$ cat src/rtl/regfile_mp_bypass_if.sv
// Register file port bundle: read ports, two write-back ports, issue, flush.
// master = decode/write-back side, slave = register file. Parity ports exist only with REGFILE_PARITY_EN.
interface regfile_mp_bypass_if #(
  parameter int DATA_W = 32,
  parameter int ADDR_W = 5,
  parameter int NUM_RD = 2
);
  logic [NUM_RD*ADDR_W-1:0] rd_addr;
  logic [NUM_RD*DATA_W-1:0] rd_data;
  logic [NUM_RD-1:0]        rd_busy;
  logic                     wb0_en;
  logic [ADDR_W-1:0]        wb0_addr;
  logic [DATA_W-1:0]        wb0_data;
  logic                     wb1_en;
  logic [ADDR_W-1:0]        wb1_addr;
  logic [DATA_W-1:0]        wb1_data;
  logic                     iss_en;
  logic [ADDR_W-1:0]        iss_addr;
  logic                     flush;
  logic                     busy_any;
`ifdef REGFILE_PARITY_EN
  logic [NUM_RD-1:0]        rd_perr;
  logic                     inj_perr;

  modport master (
    output rd_addr, wb0_en, wb0_addr, wb0_data,
    output wb1_en, wb1_addr, wb1_data,
    output iss_en, iss_addr, flush, inj_perr,
    input  rd_data, rd_busy, busy_any, rd_perr
  );
  modport slave (
    input  rd_addr, wb0_en, wb0_addr, wb0_data,
    input  wb1_en, wb1_addr, wb1_data,
    input  iss_en, iss_addr, flush, inj_perr,
    output rd_data, rd_busy, busy_any, rd_perr
  );
`else
  modport master (
    output rd_addr, wb0_en, wb0_addr, wb0_data,
    output wb1_en, wb1_addr, wb1_data,
    output iss_en, iss_addr, flush,
    input  rd_data, rd_busy, busy_any
  );
  modport slave (
    input  rd_addr, wb0_en, wb0_addr, wb0_data,
    input  wb1_en, wb1_addr, wb1_data,
    input  iss_en, iss_addr, flush,
    output rd_data, rd_busy, busy_any
  );
`endif
endinterface

$ cat src/rtl/regfile_mp_bypass.sv
// Multi-port register file with write-first bypass and busy scoreboard.
// Ports: clk, reset (async, active-high), bus (slave). Optional parity: `REGFILE_PARITY_EN.
module regfile_mp_bypass #(
  parameter int DATA_W   = 32,
  parameter int ADDR_W   = 5,
  parameter int NUM_RD   = 2,
  parameter int ZERO_REG = 1
) (
  input  logic              clk,
  input  logic              reset,
  regfile_mp_bypass_if.slave bus
);
  localparam int DEPTH = 1 << ADDR_W;
  localparam bit ZR    = (ZERO_REG != 0);

  logic [DATA_W-1:0] regs_q [DEPTH];
  logic [DATA_W-1:0] regs_d [DEPTH];
  logic [DEPTH-1:0]  busy_q;
  logic [DEPTH-1:0]  busy_d;
  logic              wb0_ok;
  logic              wb1_ok;
  logic [ADDR_W-1:0] ra;
  logic [NUM_RD*DATA_W-1:0] rd_data_c;
  logic [NUM_RD-1:0] rd_busy_c;

  assign wb0_ok = bus.wb0_en && !(ZR && bus.wb0_addr == '0);
  assign wb1_ok = bus.wb1_en && !(ZR && bus.wb1_addr == '0);

`ifdef REGFILE_PARITY_EN
  logic              par_q [DEPTH];
  logic              par_d [DEPTH];
  logic [NUM_RD-1:0] rd_perr_c;
`endif

  always_comb begin
    regs_d = regs_q;
    if (wb0_ok) regs_d[bus.wb0_addr] = bus.wb0_data;
    if (wb1_ok) regs_d[bus.wb1_addr] = bus.wb1_data;
  end

`ifdef REGFILE_PARITY_EN
  // Even parity over data; inj_perr flips it to seed a fault.
  always_comb begin
    par_d = par_q;
    if (wb0_ok)
      par_d[bus.wb0_addr] = ^bus.wb0_data ^ bus.inj_perr;
    if (wb1_ok)
      par_d[bus.wb1_addr] = ^bus.wb1_data ^ bus.inj_perr;
  end
`endif

  // Issue set is applied after write-back clear so a new
  // producer supersedes the one retiring this cycle.
  always_comb begin
    busy_d = busy_q;
    if (bus.flush) begin
      busy_d = '0;
    end else begin
      if (bus.wb0_en) busy_d[bus.wb0_addr] = 1'b0;
      if (bus.wb1_en) busy_d[bus.wb1_addr] = 1'b0;
      if (bus.iss_en) busy_d[bus.iss_addr] = 1'b1;
    end
    if (ZR) busy_d[0] = 1'b0;
  end

  always_ff @(posedge clk or posedge reset) begin
    if (reset) begin
      for (int i = 0; i < DEPTH; i++) begin
        regs_q[i] <= '0;
`ifdef REGFILE_PARITY_EN
        par_q[i]  <= 1'b0;
`endif
      end
      busy_q <= '0;
    end else begin
      regs_q <= regs_d;
`ifdef REGFILE_PARITY_EN
      par_q  <= par_d;
`endif
      busy_q <= busy_d;
    end
  end

  // Reads are forced to zero while reset is held so no bypass
  // value leaks out of a register file that is being cleared.
  always_comb begin
    rd_data_c = '0;
    rd_busy_c = '0;
    ra        = '0;
`ifdef REGFILE_PARITY_EN
    rd_perr_c = '0;
`endif
    if (!reset) begin
      for (int p = 0; p < NUM_RD; p++) begin
        ra = bus.rd_addr[p*ADDR_W +: ADDR_W];
        rd_busy_c[p] = busy_d[ra];
        if (ZR && ra == '0) begin
          rd_data_c[p*DATA_W +: DATA_W] = '0;
        end else if (bus.wb1_en && bus.wb1_addr == ra) begin
          rd_data_c[p*DATA_W +: DATA_W] = bus.wb1_data;
        end else if (bus.wb0_en && bus.wb0_addr == ra) begin
          rd_data_c[p*DATA_W +: DATA_W] = bus.wb0_data;
        end else begin
          rd_data_c[p*DATA_W +: DATA_W] = regs_q[ra];
`ifdef REGFILE_PARITY_EN
          rd_perr_c[p] = ^regs_q[ra] ^ par_q[ra];
`endif
        end
      end
    end
  end

  assign bus.rd_data  = rd_data_c;
  assign bus.rd_busy  = rd_busy_c;
  assign bus.busy_any = |busy_q;
`ifdef REGFILE_PARITY_EN
  assign bus.rd_perr  = rd_perr_c;
`endif
endmodule

$ cat src/flat_wrapper.sv
// flat-port wrapper written by rule: the top's interface ports become plain ports
module regfile_mp_bypass_flat 
#(
  parameter int DATA_W   = 32,
  parameter int ADDR_W   = 5,
  parameter int NUM_RD   = 2,
  parameter int ZERO_REG = 1
)
  (clk, reset, bus_rd_addr, bus_wb0_en, bus_wb0_addr, bus_wb0_data, bus_wb1_en, bus_wb1_addr, bus_wb1_data, bus_iss_en, bus_iss_addr, bus_flush, bus_rd_data, bus_rd_busy, bus_busy_any);
  regfile_mp_bypass_if #(.DATA_W(DATA_W), .ADDR_W(ADDR_W), .NUM_RD(NUM_RD)) bus_i ();
  input  logic clk;
  input  logic reset;
  input wire logic [$bits(bus_i.rd_addr)-1:0] bus_rd_addr;
  input wire logic [$bits(bus_i.wb0_en)-1:0] bus_wb0_en;
  input wire logic [$bits(bus_i.wb0_addr)-1:0] bus_wb0_addr;
  input wire logic [$bits(bus_i.wb0_data)-1:0] bus_wb0_data;
  input wire logic [$bits(bus_i.wb1_en)-1:0] bus_wb1_en;
  input wire logic [$bits(bus_i.wb1_addr)-1:0] bus_wb1_addr;
  input wire logic [$bits(bus_i.wb1_data)-1:0] bus_wb1_data;
  input wire logic [$bits(bus_i.iss_en)-1:0] bus_iss_en;
  input wire logic [$bits(bus_i.iss_addr)-1:0] bus_iss_addr;
  input wire logic [$bits(bus_i.flush)-1:0] bus_flush;
  output wire logic [$bits(bus_i.rd_data)-1:0] bus_rd_data;
  output wire logic [$bits(bus_i.rd_busy)-1:0] bus_rd_busy;
  output wire logic [$bits(bus_i.busy_any)-1:0] bus_busy_any;
  assign bus_i.rd_addr = bus_rd_addr;
  assign bus_i.wb0_en = bus_wb0_en;
  assign bus_i.wb0_addr = bus_wb0_addr;
  assign bus_i.wb0_data = bus_wb0_data;
  assign bus_i.wb1_en = bus_wb1_en;
  assign bus_i.wb1_addr = bus_wb1_addr;
  assign bus_i.wb1_data = bus_wb1_data;
  assign bus_i.iss_en = bus_iss_en;
  assign bus_i.iss_addr = bus_iss_addr;
  assign bus_i.flush = bus_flush;
  assign bus_rd_data = bus_i.rd_data;
  assign bus_rd_busy = bus_i.rd_busy;
  assign bus_busy_any = bus_i.busy_any;
  regfile_mp_bypass #(.DATA_W(DATA_W), .ADDR_W(ADDR_W), .NUM_RD(NUM_RD), .ZERO_REG(ZERO_REG)) u_core (.clk(clk), .reset(reset), .bus(bus_i));
endmodule
$ cat config.mk
export PLATFORM = sky130hd
export DESIGN_NAME = regfile_mp_bypass_flat
export DESIGN_NICKNAME = d
export VERILOG_FILES = /design/src/rtl/regfile_mp_bypass_if.sv /design/src/rtl/regfile_mp_bypass.sv /design/src/flat_wrapper.sv
export SDC_FILE = /design/constraint.sdc
export NUM_CORES = 2
export LEC_CHECK = 0
export CORE_MARGIN = 2
export CORE_UTILIZATION = 60
export DETAILED_ROUTE_END_ITERATION = 6
export DONT_BUFFER_PORTS = 1
export PLACE_DENSITY_LB_ADDON = 0.2
export SYNTH_ARGS = -nofsm -noshare
export SYNTH_HDL_FRONTEND = slang
export SYNTH_SLANG_ARGS = --single-unit
$ cat constraint.sdc
create_clock -name clk -period 49.2 [get_ports clk]
set_input_delay 7.38 -clock clk [delete_from_list [all_inputs] [get_ports clk]]
set_output_delay 7.38 -clock clk [all_outputs]
set_load 0.02 [all_outputs]
# Word-level counts from Yosys, hierarchy flattened
# Index checks and enable logic that the tools add are counted.
dict set report totals {
  ff_bits 1055
  out_inout_bits 67
}
dict set report classes {
  n_mux 38
  n_reduce_logical 18
  magnitude_cmp 14
  eq_ne 4
  bitwise 9
}
# op n
set ops {}
lappend ops {{$bwmux W1024} 2}
lappend ops {{$mux W1024} 2}
lappend ops {{$mux W32} 18}
lappend ops {{$bmux W32 S5} 2}
lappend ops {{$demux W32 S5} 2}
lappend ops {{$and A32 B32 Y32} 2}
lappend ops {{$mux W64} 1}
lappend ops {{$not A32 Y32} 2}
lappend ops {{$or A32 B32 Y32} 1}
lappend ops {{$reduce_or A31 Y1} 1}
lappend ops {{$lt A5 B6 Y1 const B} 5}
lappend ops {{$ge A6 B6 Y1 const B} 4}
lappend ops {{$not A5 Y6} 4}
lappend ops {{$eq A5 B5 Y1} 4}
lappend ops {{$logic_not A5 Y1} 4}
lappend ops {{$demux W1 S5} 3}
lappend ops {{$ge A5 B1 Y1 const B} 3}
lappend ops {{$lt A6 B1 Y1 const B} 2}
lappend ops {{$logic_and A1 B1 Y1} 11}
lappend ops {{$bmux W1 S5} 2}
lappend ops {{$mux W1} 5}
lappend ops {{$logic_not A1 Y1} 2}
lappend ops {{$mux W2} 1}

# Depth between registers and ports, before layout
dict set report depth {
  ltp_word 17
  ltp_mapped 11
  ltp_nobuf 7
}

# Least setup slack after synthesis
# OpenSTA, ideal clock, no wires.
dict set report synth_timing {
  path_type {input port to output port}
  startpoint {input port reset}
  endpoint {output port bus_rd_data[10]}
  path_stages 7
  arrival_ns 33.056
  t_required_ns 41.820
  slack_ns 8.764
  cell_sequence {inv_1 o41ai_1 a31oi_1 clkbuf_1 o21ai_0 a21oi_1 a21o_1}
}
dict set report synth_between {
  elab_chain_len 1
}
# element line
set synth_lines {}
lappend synth_lines {{start, declared} flat_wrapper.sv:12} ;# input logic reset;
lappend synth_lines {{$mux W64} regfile_mp_bypass.sv:93} ;# if (!reset) begin
lappend synth_lines {{end, declared} flat_wrapper.sv:23} ;# output wire logic [$bits(bus_i.rd_data)-1:0] bus_rd_data;
# No other way between the ends.

# Final worst setup path
dict set report layout_timing {
  startpoint {input port reset}
  endpoint {output port bus_rd_data[30]}
}
# The elaborated chain is that of the path after synthesis.

==> impl_metrics.ini <==
[synth]
synth_area_per_cell_um2 = 10.4
synth-compound-area-share_pct = 15.6
synth_top_area_cell = dfrtp_1
synth_mux_area_share_pct = 28.8
seq_area_frac_synth_pct = 40.2
synth_adder_area_share_pct = 0
synth_cell_type_count = 71
synth_xor_area_share_pct = 0.266
synth-main-ff-cell = dfrtp_1
synth_area_um2 = 65700
yosys.area_share.simple_pct = 10.0
synth_top_family_by_area = multiplexers
synth_area_leaders = dfrtp_1 (40%), mux4_2 (22%), mux2i_1 (6.7%)
yosys_warnings = 0
synthCells = 6309
synth_edf_count = 0
synth_nets = 6404
synth_top_cell_area_share_pct = 40.2
synth-seq-cells = 1055
async_flop_share_pct = 100

[routing]
firstDrtPassIters = 7
drt_iter0_drc = 9316
drt_wl_total_um = 260000
drc = 7
ant_nets = 0
vias_per_cell = 7.80
vias = 56200
detail_route.wl_per_cell_um = 36.2

[global_route]
grt_pass1_vias = 54300
antenna_found_initial = 8
grt_util_all_layers_pct = 46.3
overflow = 0
grt_max_degree = 272
grt_pass1_wl_um = 374000

[cts]
cts_root_buffer = clkbuf_16
postCtsSetupRepairBufs = 0
ctsHoldBuffers = 0
cts_buffer_depth = 3
cts_tree = built
clk_pin_slew_ns = 0.06
h-tree-depth = 3
cts_resized = 0
clkSinkCount = 1055
numCtsBuffers = 117
clock_latency_ns = 0.74

[placement]
postPlaceCellArea_um2 = 65400
hpwlAfterDp_um = 138000
globalplace.congestion = 0.917
dp.cells = 6964
portBuffers = 0
preCtsSetupSlack_ns = 30.77

[min_path]
whs_path_depth = 0
min_path_type = reg2reg

[setup_path]
crit_arrival_ns = 11.11
cp_max_fo = 99
crit_type = in2out
start_kind = input pin
reg2regPathDepth = 2
critPathRequiredTime_ns = 41.82
endpoint_kind = output pin

[sta]
worst_slack_ns = 30.71
skew_ns = 0
maxSlewViolCount = 0
hold_viol_final = 0
slew_headroom_pct = 6.44
period_share_pct = 37.6
rsz0062_at_grt = no
tightest_slew_ns = 1.40
setup_violations = 0
fin_setup_tns_ns = 0
hold_ws_ns = 0.396
max_freq_mhz = 54.1
period_minus_slack_ns = 18.49

[run_status]
status = finished with violations
violations = design-rule violations

[finish]
final_area_um2 = 69600
fin_util_pct = 64.1
fin_cells = 7202
layout_commonest_cell = dfrtp_1
drive_gt1_share_pct = 18.4
layout_common_cells = dfrtp_1 (1055), nor2_1 (705), mux4_2 (645)
final_nets = 5764
area_growth_pct = 5.94

[floorplanning]
start_util_pct = 60.5
rows = 121
coreArea_um2 = 109000
die_w_um = 335
dieArea_um2 = 112000
ios = 162
fp.dieH_um = 335

[power_and_ir_drop]
ir_drop_v = 0.0000326
leakage_nw = 30.8
powerDensity_nw_per_um2 = 42.0
power_mw = 2.92

[job]
cap_violations = 0
registers in the layout, indices dropped and copies added, names as in the netlist:
| register | flops |
|---|---|
| u_core.regs_q | 1024 |
| u_core.busy_q | 31 |
critical path, cell delays in order:
cell and delay [ns]:
inv_8 0.44, buf_4 0.82, o41ai_1 0.37, a31oi_4 0.90, buf_4 0.50, o21ai_0 0.15
a21oi_1 0.16, a21o_1 0.34
cells by family (layout without fill, tap and decap cells):
group,count (synthesis),in the layout
AOI/OAI and AO/OA,1691,1691
xor gates and xnor gates,20,20
buffers and inverters,852,314
DFF,1055,1055
muxes,1086,1086
other,0,17
and+or+nand+nor,1605,1605
routing by layer:
layer  vias up  routed length (µm)  GRT usage, %
met5         -                  34             0
met4         6               21300          31.8
met3      1309               37700          17.9
met2      4965              113000          66.6
met1     27800               88800          57.8
li1      22100                   -             -
cells in the mapped netlist, types with 34 or more instances:
| cell type | n |
|---|---|
| nand2_1 | 653 |
| a31oi_1 | 77 |
| nand3_1 | 46 |
| mux2i_1 | 440 |
| buf_1 | 102 |
| a21oi_1 | 621 |
| buf_2 | 112 |
| a22oi_1 | 492 |
| o21ai_0 | 357 |
| mux4_2 | 645 |
| dfrtp_1 | 1055 |
| nor2_1 | 749 |
| clkbuf_1 | 611 |
| and2_1 | 34 |
worst paths after layout:
kind	endpoint	slack, ns	startpoint
min in group asynchronous	u_core.busy_q[15]$_DFF_PP0_	6.57	reset
max reg2reg	u_core.busy_q[30]$_DFF_PP0_	47.83	u_core.busy_q[30]$_DFF_PP0_
max	bus_rd_data[30]	30.71	reset
max in group asynchronous	u_core.regs_q[938]$_DFF_PP0_	38.63	reset
min reg2reg	u_core.regs_q[1006]$_DFF_PP0_	0.40	u_core.regs_q[1006]$_DFF_PP0_
min	u_core.regs_q[1006]$_DFF_PP0_	0.40	u_core.regs_q[1006]$_DFF_PP0_
where the power goes:
group / internal (mW) / switching [mW] / total [mW]
Combinational: 0.414 / 0.287 / 0.700
Clock: 0.567 / 0.398 / 0.965
Sequential: 1.09 / 0.173 / 1.26
Total: 2.07 / 0.858 / 2.92
area by class of cell:
| class | count | area (µm²) |
|---|---|---|
| Antenna cell | 17 | 42.5 |
| Clock buffer | 170 | 3540 |
| Clock inverter | 51 | 666 |
| Fill cell | 8353 | 39100 |
| Inverter | 12 | 52.6 |
| Multi-Input combinational cell | 4402 | 36600 |
| Sequential cell | 1055 | 26400 |
| Tap cell | 1414 | 1770 |
| Timing Repair Buffer | 81 | 621 |
Note: power is estimated with default switching activity, not from simulation.
